`src/rtl/csr_bus_arbiter.sv`:
```
// Two-master CSR bus arbiter: captured pulse master (s0) and stallable master (s1) share one target bus.
// Define CSR_BUS_ARBITER_S0_PRIORITY_EN for fixed s0 priority; otherwise ties are round-robin.
module csr_bus_arbiter #(
   parameter int A_WIDTH    = 5,
   parameter int RD_LATENCY = 1
) (
   input  logic               clk,
   input  logic               reset,

   input  logic [A_WIDTH-1:0] s0_address,
   input  logic               s0_read,
   input  logic               s0_write,
   input  logic [7:0]         s0_writedata,
   output logic [7:0]         s0_readdata,
   output logic               s0_overrun,

   input  logic [A_WIDTH-1:0] s1_address,
   input  logic               s1_read,
   input  logic               s1_write,
   input  logic [7:0]         s1_writedata,
   output logic               s1_waitrequest,
   output logic [7:0]         s1_readdata,
   output logic               s1_readdatavalid,

   output logic [A_WIDTH-1:0] m_address,
   output logic               m_read,
   output logic               m_write,
   output logic [7:0]         m_writedata,
   input  logic [7:0]         m_readdata
);

   // state | meaning
   // IDLE  | no transaction on the target bus; arbitrate
   // ISSUE | one-cycle m_read/m_write strobe for the granted port
   // WAIT  | read in flight; count down to the read-data cycle
   typedef enum logic [1:0] {
      IDLE  = 2'd0,
      ISSUE = 2'd1,
      WAIT  = 2'd2
   } state_t;

   localparam logic [1:0] CNT_INIT = (RD_LATENCY > 0) ? 2'(RD_LATENCY - 1) : 2'd0;

   state_t               state_q;
   logic                 grant_q;
   logic                 last_grant_q;
   logic [1:0]           cnt_q;

   logic                 pend0_q,     pend0_d;
   logic [A_WIDTH-1:0]   p0_addr_q,   p0_addr_d;
   logic [7:0]           p0_data_q,   p0_data_d;
   logic                 p0_wr_q,     p0_wr_d;
   logic                 s0_overrun_q, s0_overrun_d;

   logic [7:0]           s0_readdata_q;
   logic [7:0]           s1_readdata_q;
   logic                 s1_rdv_q;

   logic                 s0_req;
   logic                 s1_req;
   logic                 consume0;
   logic                 issuing;
   logic                 issue_wr;
   logic                 pick_s1;

   assign s0_req   = s0_read | s0_write;
   assign s1_req   = s1_read | s1_write;
   assign issuing  = (state_q == ISSUE);
   assign consume0 = issuing & ~grant_q;
   assign issue_wr = grant_q ? s1_write : p0_wr_q;

   // A new pulse always wins over the held request; it only counts as an
   // overrun if the held one was not being issued in the same cycle.
   always_comb begin
      pend0_d      = pend0_q;
      p0_addr_d    = p0_addr_q;
      p0_data_d    = p0_data_q;
      p0_wr_d      = p0_wr_q;
      s0_overrun_d = s0_overrun_q;
      if (s0_req) begin
         pend0_d   = 1'b1;
         p0_addr_d = s0_address;
         p0_data_d = s0_writedata;
         p0_wr_d   = s0_write;
         if (pend0_q && !consume0) begin
            s0_overrun_d = 1'b1;
         end
      end else if (consume0) begin
         pend0_d = 1'b0;
      end
   end

   always_comb begin
      pick_s1 = s1_req;
      if (pend0_q && s1_req) begin
`ifdef CSR_BUS_ARBITER_S0_PRIORITY_EN
         pick_s1 = 1'b0;
`else
         pick_s1 = ~last_grant_q;
`endif
      end
   end

   always_ff @(posedge clk) begin
      if (reset) begin
         state_q       <= IDLE;
         grant_q       <= 1'b0;
         last_grant_q  <= 1'b1;
         cnt_q         <= 2'd0;
         pend0_q       <= 1'b0;
         p0_addr_q     <= '0;
         p0_data_q     <= 8'd0;
         p0_wr_q       <= 1'b0;
         s0_overrun_q  <= 1'b0;
         s0_readdata_q <= 8'd0;
         s1_readdata_q <= 8'd0;
         s1_rdv_q      <= 1'b0;
      end else begin
         pend0_q      <= pend0_d;
         p0_addr_q    <= p0_addr_d;
         p0_data_q    <= p0_data_d;
         p0_wr_q      <= p0_wr_d;
         s0_overrun_q <= s0_overrun_d;
         s1_rdv_q     <= 1'b0;
         case (state_q)
            IDLE: begin
               if (pend0_q || s1_req) begin
                  grant_q      <= pick_s1;
                  last_grant_q <= pick_s1;
                  state_q      <= ISSUE;
               end
            end
            ISSUE: begin
               if (issue_wr) begin
                  state_q <= IDLE;
               end else if (RD_LATENCY == 0) begin
                  if (grant_q) begin
                     s1_readdata_q <= m_readdata;
                     s1_rdv_q      <= 1'b1;
                  end else begin
                     s0_readdata_q <= m_readdata;
                  end
                  state_q <= IDLE;
               end else begin
                  cnt_q   <= CNT_INIT;
                  state_q <= WAIT;
               end
            end
            WAIT: begin
               if (cnt_q == 2'd0) begin
                  if (grant_q) begin
                     s1_readdata_q <= m_readdata;
                     s1_rdv_q      <= 1'b1;
                  end else begin
                     s0_readdata_q <= m_readdata;
                  end
                  state_q <= IDLE;
               end else begin
                  cnt_q <= cnt_q - 2'd1;
               end
            end
            default: state_q <= IDLE;
         endcase
      end
   end

   assign m_read      = issuing & ~issue_wr;
   assign m_write     = issuing & issue_wr;
   assign m_address   = issuing ? (grant_q ? s1_address   : p0_addr_q) : '0;
   assign m_writedata = issuing ? (grant_q ? s1_writedata : p0_data_q) : 8'd0;

   assign s1_waitrequest   = ~(issuing & grant_q);
   assign s1_readdata      = s1_readdata_q;
   assign s1_readdatavalid = s1_rdv_q;
   assign s0_readdata      = s0_readdata_q;
   assign s0_overrun       = s0_overrun_q;

endmodule

```
`config.mk`:
```
export PLATFORM = sky130hd
export DESIGN_NAME = csr_bus_arbiter
export DESIGN_NICKNAME = d
export VERILOG_FILES = /design/src/rtl/csr_bus_arbiter.sv
export SDC_FILE = /design/constraint.sdc
export NUM_CORES = 1
export LEC_CHECK = 0
export CORE_MARGIN = 1
export CORE_UTILIZATION = 42
export CTS_BUF_LIST = sky130_fd_sc_hd__clkbuf_8 sky130_fd_sc_hd__clkbuf_16
export DETAILED_ROUTE_END_ITERATION = 7
export PLACE_DENSITY_LB_ADDON = 0.15
export SYNTH_ARGS = -nofsm -noshare
export SYNTH_HDL_FRONTEND = slang
export SYNTH_SLANG_ARGS = --single-unit
```
`constraint.sdc`:
```
create_clock -name clk -period 1.7 [get_ports clk]
set_input_delay 0.34 -clock clk [delete_from_list [all_inputs] [get_ports clk]]
set_output_delay 0.34 -clock clk [all_outputs]
set_load 0.1 [all_outputs]
```
==> metrics.md, run 1 <==
| Metric | Value |
|---|---|
| Status | `finished, violations left` |
| Failing checks | `negative setup slack` |
| Seq/Total Area, Yosys | `45.1%` |
| Min cycle time layout | `1.70 ns` |
| Netlist cell types | `27` |
| Post-synthesis net count | `approximately 250` |
| Reg-to-reg setup timing slack | `about 0.16 ns` |
| Antenna diode count | `0` |
| Area delta synth->final | `90.7%` |
| Routed via count | `about 1800` |
| Vias in the first global route | `1766` |
| CTS clk-pin slew, worst paths | `0.07 ns` |
| CTS tree | `yes` |
| YS warnings | `0` |
| FFs w/ async S/R, synth | `0%` |
| Crit path launch type | `flop` |
| Psw | `approximately 0.93 mW` |
| Max frequency | `between 500 and 600 MHz` |
| Core area | `3800 um2` |
| Synth top area share | `45.1%` |
| Detailed-route wire length per cell | `15.7 um` |
| Sequential power share | `37.2%` |
| Total Die Area | `4390 um2` |
| Worst EP required | `roughly 1.4 ns` |
| Total global routing overflow | `0` |
| Setup WS pre-CTS | `-0.0124 ns` |
| Worst hold path class | `flop to flop` |
| Power per cell area | `822 nW/um2` |
| Clock share of power | `24.6%` |
| P_leak | `1.31 nW` |
| Max VDD drop | `0.000642 V` |
| Synth Instances | `207` |
| 1st-iter DRT viols | `47` |
| Placed cell count | `about 330` |
| Drt via density | `5.15` |
| Max H-tree Level | `2` |
| First-pass GRT wire length | `just over 8000 um` |
| Finish-stage setup viols | `1` |
| Total Power | `around 2.7 mW` |
| Start point of the worst hold path | `p0_data_q[7]$_SDFFE_PP0P_` |
| WS Path Type | `flop to output port` |
| Initial antenna violation count | `0` |
| Site row count | `22` |
| Final HPWL DP | `3490 um` |
| Final #Nets | `roughly 340` |
| Worst-Margin Slew | `0.363 ns` |
| Most frequent cell after synthesis | `nand2_1` |
| Final Hold Vio Count | `0` |
| EDFF count, synth | `0` |
| # clock sinks | `39` |
| Switch share | `34.1%` |
| Initial core utilization | `45.6%` |
| Slew Viols, Final | `0` |
| Top post-synthesis cells by count | `nand2_1 (50), dfxtp_1 (39), nor2_1 (27)` |
| Initial DRT Pass Iterations | `4` |
| Top FF cell, synth | `dfxtp_1` |
| Skew-Pair Late Insertion Delay | `0.29 ns` |
| Syn_area_per_cell | `between 8 and 9 um2` |
| Critical Path Source | `state_q[1]$_SDFFE_PP0P_` |
| DRC violation count after routing | `0` |
| Unrepaired setup endpoints after global routing | `yes` |
| ANT nets after route | `0` |
| Boundary Pins | `74` |
| FF+latch count, synth | `39` |
| Chip Width | `66.2 um` |
| Crit path max fanout | `7` |
| Cell taking the most area after synthesis | `dfxtp_1` |
| Relative slew slack | `about three quarters` |
| Worst setup EP type | `output port` |
| Layout cells sized above 1 | `30.8%` |
| Clock root buffer master | `clkbuf_8` |
| CTS buffer count | `5` |
| Routability cong. | `0.789` |
| Die H | `approximately 66 um` |
| Final WS setup | `-0.00260 ns` |
| Final std cells w/o fill | `340` |
| Worst R2R Start | `state_q[0]$_SDFFE_PP0P_` |
| Max-cap viol count | `0` |
| Internal Power | `1.79 mW` |
| Routed WL | `5340 um` |
| Synth top area cells | `dfxtp_1 (45%), mux2i_1 (14%), nand2_1 (11%)` |
| Critical path arrival | `1.36 ns` |
| IO Port Bufs | `73` |
| Tcrit/Tclk final | `100%` |
| Maximum buffer depth of the clock tree | `2` |
| Gr usage total | `25.3%` |
| Netlist Area Pre-Place | `1730 um2` |
| Pin count of the biggest net entering global routing | `24` |
| Max Clock Skew | `around 0.0032 ns` |
| Part of the power in combinational logic | `between 30% and 40%` |
metrics by stage:
stage               utilization (%)  instance area, um2   TNS, ns  hold slack, ns
finish                         87.0                3300  -0.00260           0.451
global route                   87.0                3300    -0.373           0.477
CTS                            83.7                3180   -0.0323           0.456
detailed placement             78.0                2960   -0.0223           0.447
global placement               78.0                2960         0           0.438
floorplan                         -                1830    -0.396           0.431
cell usage in the layout (no fill, tap or decap), drive strengths merged:
cell type / Yosys / routed
clkbuf: 4 / 7
nand3b: 2 / 2
and2: 1 / 1
dlygate4sd2: 0 / 1
a21o: 2 / 2
inv: 7 / 8
nand2b: 1 / 1
o211ai: 1 / 1
ha: 4 / 4
nand2: 50 / 50
a21oi: 24 / 24
a31oi: 1 / 1
o21ai: 2 / 2
and3: 1 / 1
nor3: 1 / 1
o211a: 2 / 2
dfxtp: 39 / 39
nor2b: 1 / 1
nand3: 3 / 3
nor2: 27 / 27
mux2i: 25 / 25
clkdlybuf4s50: 0 / 38
or2: 1 / 1
buf: 8 / 50
layer usage:
metal | up-vias | global-route usage (%) | share of wire [%]
met5 | - | 0 | 0
met4 | 0 | 9.31 | 2.1
met3 | 12 | 9.14 | 6.9
met2 | 65 | 45.5 | 52
met1 | 831 | 26.6 | 39
li1 | 844 | - | -
cells by family (layout without fill, tap and decap cells):
| group | count (synthesis) | in the layout | synth area share [%] |
|---|---|---|---|
| and+or+nand+nor | 88 | 88 | 21.2 |
| DFF | 39 | 39 | 45.1 |
| AOI/OAI and AO/OA | 32 | 32 | 10.3 |
| muxes | 25 | 25 | 14.4 |
| buffers and inverters | 19 | 104 | 6.06 |
| adders and majority gates | 4 | 4 | 2.89 |
final timing paths:
path	end	depth (start not counted)
setup / recovery	m_address[2]	6
hold / removal	p0_data_q[7]$_SDFFE_PP0P_	2
setup reg to reg	s1_readdata[5]$_SDFFE_PP0P_	5
hold reg to reg	p0_data_q[7]$_SDFFE_PP0P_	2
critical path, stage by stage (launching register included):
cell	delay [ns]
dfxtp_2	0.33
inv_2	0.07
ha_4	0.17
inv_8	0.06
buf_12	0.14
nor2_4	0.10
buf_12	0.18
area by class of cell:
class,instances,area (um2)
clock buffer,7,96.3
clock inverter,1,3.75
fill,189,494
inverter,7,33.8
multi-input combinational,149,1080
sequential,39,787
tap,48,60.1
timing repair buffer,89,1250
flip-flops by register name, summed over array words and instances, names as in the netlist, 2 cells and up:
signal	cells
p0_data_q	8
s1_readdata	8
state_q	2
cnt_q	2
p0_addr_q	5
s0_readdata	8
timing repair:
action                                  in CTS  in global routing
endpoints found under the setup margin      15                 15
gates resized for setup                     21                 18
hold buffers                                 0                  0
setup buffers                                4                  1
gates cloned                                 1                  0
pin swaps                                    2                  2
power groups by stage:
stage,registers [mW],logic [mW],clock network [mW]
finish,1.01,1.04,0.669
CTS,0.999,0.965,0.685
detailed placement,1.01,0.892,0
floorplan,1.09,0.482,0
global route,1.01,1.08,0.726
global placement,1.01,0.878,0
Power figures use the tool's default switching activity.
==> run 2, diff against run 1 <==
ABC_CLOCK_PERIOD_IN_PS = 1700   (was not set)
GPL_TIMING_DRIVEN = 0   (was not set)
==> run 2 against run 1 <==
Effect of this change:
- the run still ends with negative setup slack left
- clock power shrank 4.0%
- first-iteration DRC count grew 36%
- wire length grew 0.36%
- combinational power is essentially flat
- critical path depth shrank 1
- flip-flop and latch count is the same
- final cell count grew 2.1%
==> metrics.md, run 2 (synthesis gave the netlist of run 1 again) <==
| Metric | Value |
|---|---|
| CTS buffer count | `5 (unchanged)` |
| Min cycle time layout | `1.75 ns (+0.0506 ns)` |
| Power per cell area | `841 nW/um2 (+2.3%)` |
| Worst-Margin Slew | `0.551 ns (+0.188 ns)` |
| Site row count | `22 (unchanged)` |
| Fill cells | `209 (+11%)` |
| Gr usage total | `25.1% (-0.20 points)` |
| Internal Power | `1.76 mW (-1.7%)` |
| Worst hold path class | `input pin to flop` |
| Routed via count | `1751 (-0.057%)` |
| # clock sinks | `39 (unchanged)` |
| Unrepaired setup endpoints after global routing | `yes` |
| P_leak | `1.27 nW (-3.4%)` |
| Vias in the first global route | `1762 (-0.23%)` |
| Total Power | `2.70 mW (-0.44%)` |
| Hold_buf cts | `0 (unchanged)` |
| FF/Latch Area | `787 um2 (unchanged)` |
| Worst EP required | `1.36 ns (about the same)` |
| Most frequent cells in the layout | `nand2_1 (50), clkdlybuf4s50_1 (37), dfxtp_1 (36)` |
| Reg-to-reg setup timing slack | `0.19 ns (+0.03 ns)` |
| Max-cap viol count | `0 (unchanged)` |
| DRC violation count after routing | `0 (unchanged)` |
| IO Port Bufs | `72 (-1.4%)` |
| Part of the power in combinational logic | `39.3% (+1.2 points)` |
| Total Die Area | `4390 um2 (unchanged)` |
| WS Path Type | `flop to output port` |
| Final WS setup | `-0.0532 ns (-0.0506 ns)` |
| Worst reg2reg path depth | `5 (unchanged)` |
| Hold path depth | `2 (unchanged)` |
| Crit path max fanout | `5 (-2)` |
| Final HPWL DP | `3210 um (-8.0%)` |
| Worst setup EP type | `output port` |
| CTS clk-pin slew, worst paths | `0.08 ns (about the same)` |
| Start point of the worst hold path | `reset` |
| Chip Width | `66.2 um (unchanged)` |
| Min-Delay Endpoint | `p0_data_q[1]$_SDFFE_PP0P_` |
| Detailed-route wire length per cell | `15.4 um (-1.7%)` |
| Max H-tree Level | `2 (unchanged)` |
| Psw | `0.945 mW (+2.1%)` |
| Clock root buffer master | `clkbuf_8` |
| Reg2reg end | `s1_readdata[1]$_SDFFE_PP0P_` |
| Final Hold Vio Count | `0 (unchanged)` |
| Crit-path slowest cell | `dfxtp_4` |
| Failing checks | `negative setup slack` |
| CTS tree | `yes` |
| Worst R2R Start | `state_q[0]$_SDFFE_PP0P_` |
| Max VDD drop | `0.000601 V (-6.3%)` |
| Final Core Density | `84.7% (-2.3 points)` |
| Core area | `3800 um2 (unchanged)` |
| Total global routing overflow | `0 (unchanged)` |
| Boundary Pins | `74 (unchanged)` |
| Max Clock Skew | `0.00622 ns (+0.00305 ns)` |
| Critical path arrival | `1.41 ns (+0.05 ns)` |
| Footprint of the multi-input gates | `1090 um2 (+1.3%)` |
| Antenna diode count | `0 (unchanged)` |
| Finish-stage setup viols | `15 (+14)` |
| Area delta synth->final | `85.6%` |
| 1st-iter DRT viols | `64 (+36%)` |
| Sequential power share | `37.0% (-0.2 points)` |
| Skew-Pair Late Insertion Delay | `0.29 ns (about the same)` |
| First-pass GRT wire length | `8160 um (+0.50%)` |
| Relative slew slack | `63.4% (-12 points)` |
| Switch share | `34.9% (+0.86 points)` |
| Tcrit/Tclk final | `103% (+3.0 points)` |
| Initial antenna violation count | `0 (unchanged)` |
| Die H | `66.2 um (unchanged)` |
| Max frequency | `570 MHz (-2.9%)` |
| Routed WL | `5360 um (+0.36%)` |
| Clock share of power | `23.7% (-0.9 points)` |
| Final #Nets | `342 (+2.1%)` |
| Status | `finished, violations left` |
| Setup WS pre-CTS | `-1.23 ns (-1.22 ns)` |
| Crit path launch type | `flop` |
| Crit-path cells | `buf_12 > buf_16 > mux2i_4 > nor2_4 > buf_12` |
| Maximum buffer depth of the clock tree | `2 (unchanged)` |
| Most frequent CP cell | `buf_12` |
| Pin count of the biggest net entering global routing | `13 (-46%)` |
| Worst path max stage delay | `0.36 ns (+0.03 ns)` |
| Commonest non-fill, non-tap cell in the layout | `nand2_1` |
| ANT nets after route | `0 (unchanged)` |
| WHS | `0.447 ns (-0.00388 ns)` |
| Drt via density | `5.05 (-2.1%)` |
| Layout cells sized above 1 | `31.8% (+0.95 points)` |
| Initial DRT Pass Iterations | `4 (unchanged)` |
| Slew Viols, Final | `0 (unchanged)` |
| Routability cong. | `0.778 (-1.4%)` |
| Initial core utilization | `45.6% (unchanged)` |
run 2: cell type report:
cell class	instances	share of cell area (%)
plain buffers	12	3.77
well taps	48	1.87
clock inverters	2	0.389
clock buffers	6	2.57
multi-input cells	149	33.9
repair buffers	84	32.1
flip-flops and latches	39	24.5
inverters	7	0.972
run 2: worst max-delay path by stage:
stage                            start             end  slack [ns]  cells after the start
6_report          grant_q$_SDFFE_PP0P_  m_writedata[5]       -0.05                      5
5_1_grt        state_q[1]$_SDFFE_PP0P_  m_writedata[5]       -0.09                      6
4_1_cts           grant_q$_SDFFE_PP0P_    m_address[3]       -0.05                      5
3_5_place_dp                  s1_write          m_read       -1.23                      4
3_3_place_gp                  s1_write          m_read       -1.20                      4
2_1_floorplan  state_q[1]$_SDFFE_PP0P_    m_address[4]        -0.1                      4
run 2: stage by stage:
| stage | TNS [ns] | cells | cell area [um2] |
|---|---|---|---|
| after floorplan | -0.396 | 207 | 1830 |
| after global placement | -14.21 | 327 | 2610 |
| after detailed placement | -14.45 | 327 | 2610 |
| after CTS | -0.359 | 346 | 3160 |
| after global routing | -1.07 | 347 | 3220 |
| final | -0.518 | 347 | 3220 |
run 2: per-layer routing:
layer	GRT usage, %	wire (um)	up-vias
li1	-	-	858
met1	28.5	2230	803
met2	44.3	2720	71
met3	5.00	234	19
met4	12.2	172	0
met5	0	0	-
run 2: power by group through the flow:
stage	clock, mW	sequential, mW	combinational (mW)
CTS	0.647	0.995	1.01
floorplan	0	1.09	0.482
detailed placement	0	1.01	0.779
global placement	0	1.01	0.770
global route	0.681	1.00	1.11
finish	0.642	1.00	1.06
run 2: what timing repair did:
action / in CTS / in global routing
pin swaps: 8 / 5
setup buffers: 9 / 1
resized for setup: 228 / 9
cloned: 2 / 0
setup endpoints to repair: 34 / 15
run 2: worst max-delay path, delay by kind of cell, from the launching register on:
family	cells	cell delay (ns)
DFF	1	0.36
buffers and inverters	3	0.45
and+or+nand+nor	1	0.11
muxes	1	0.19
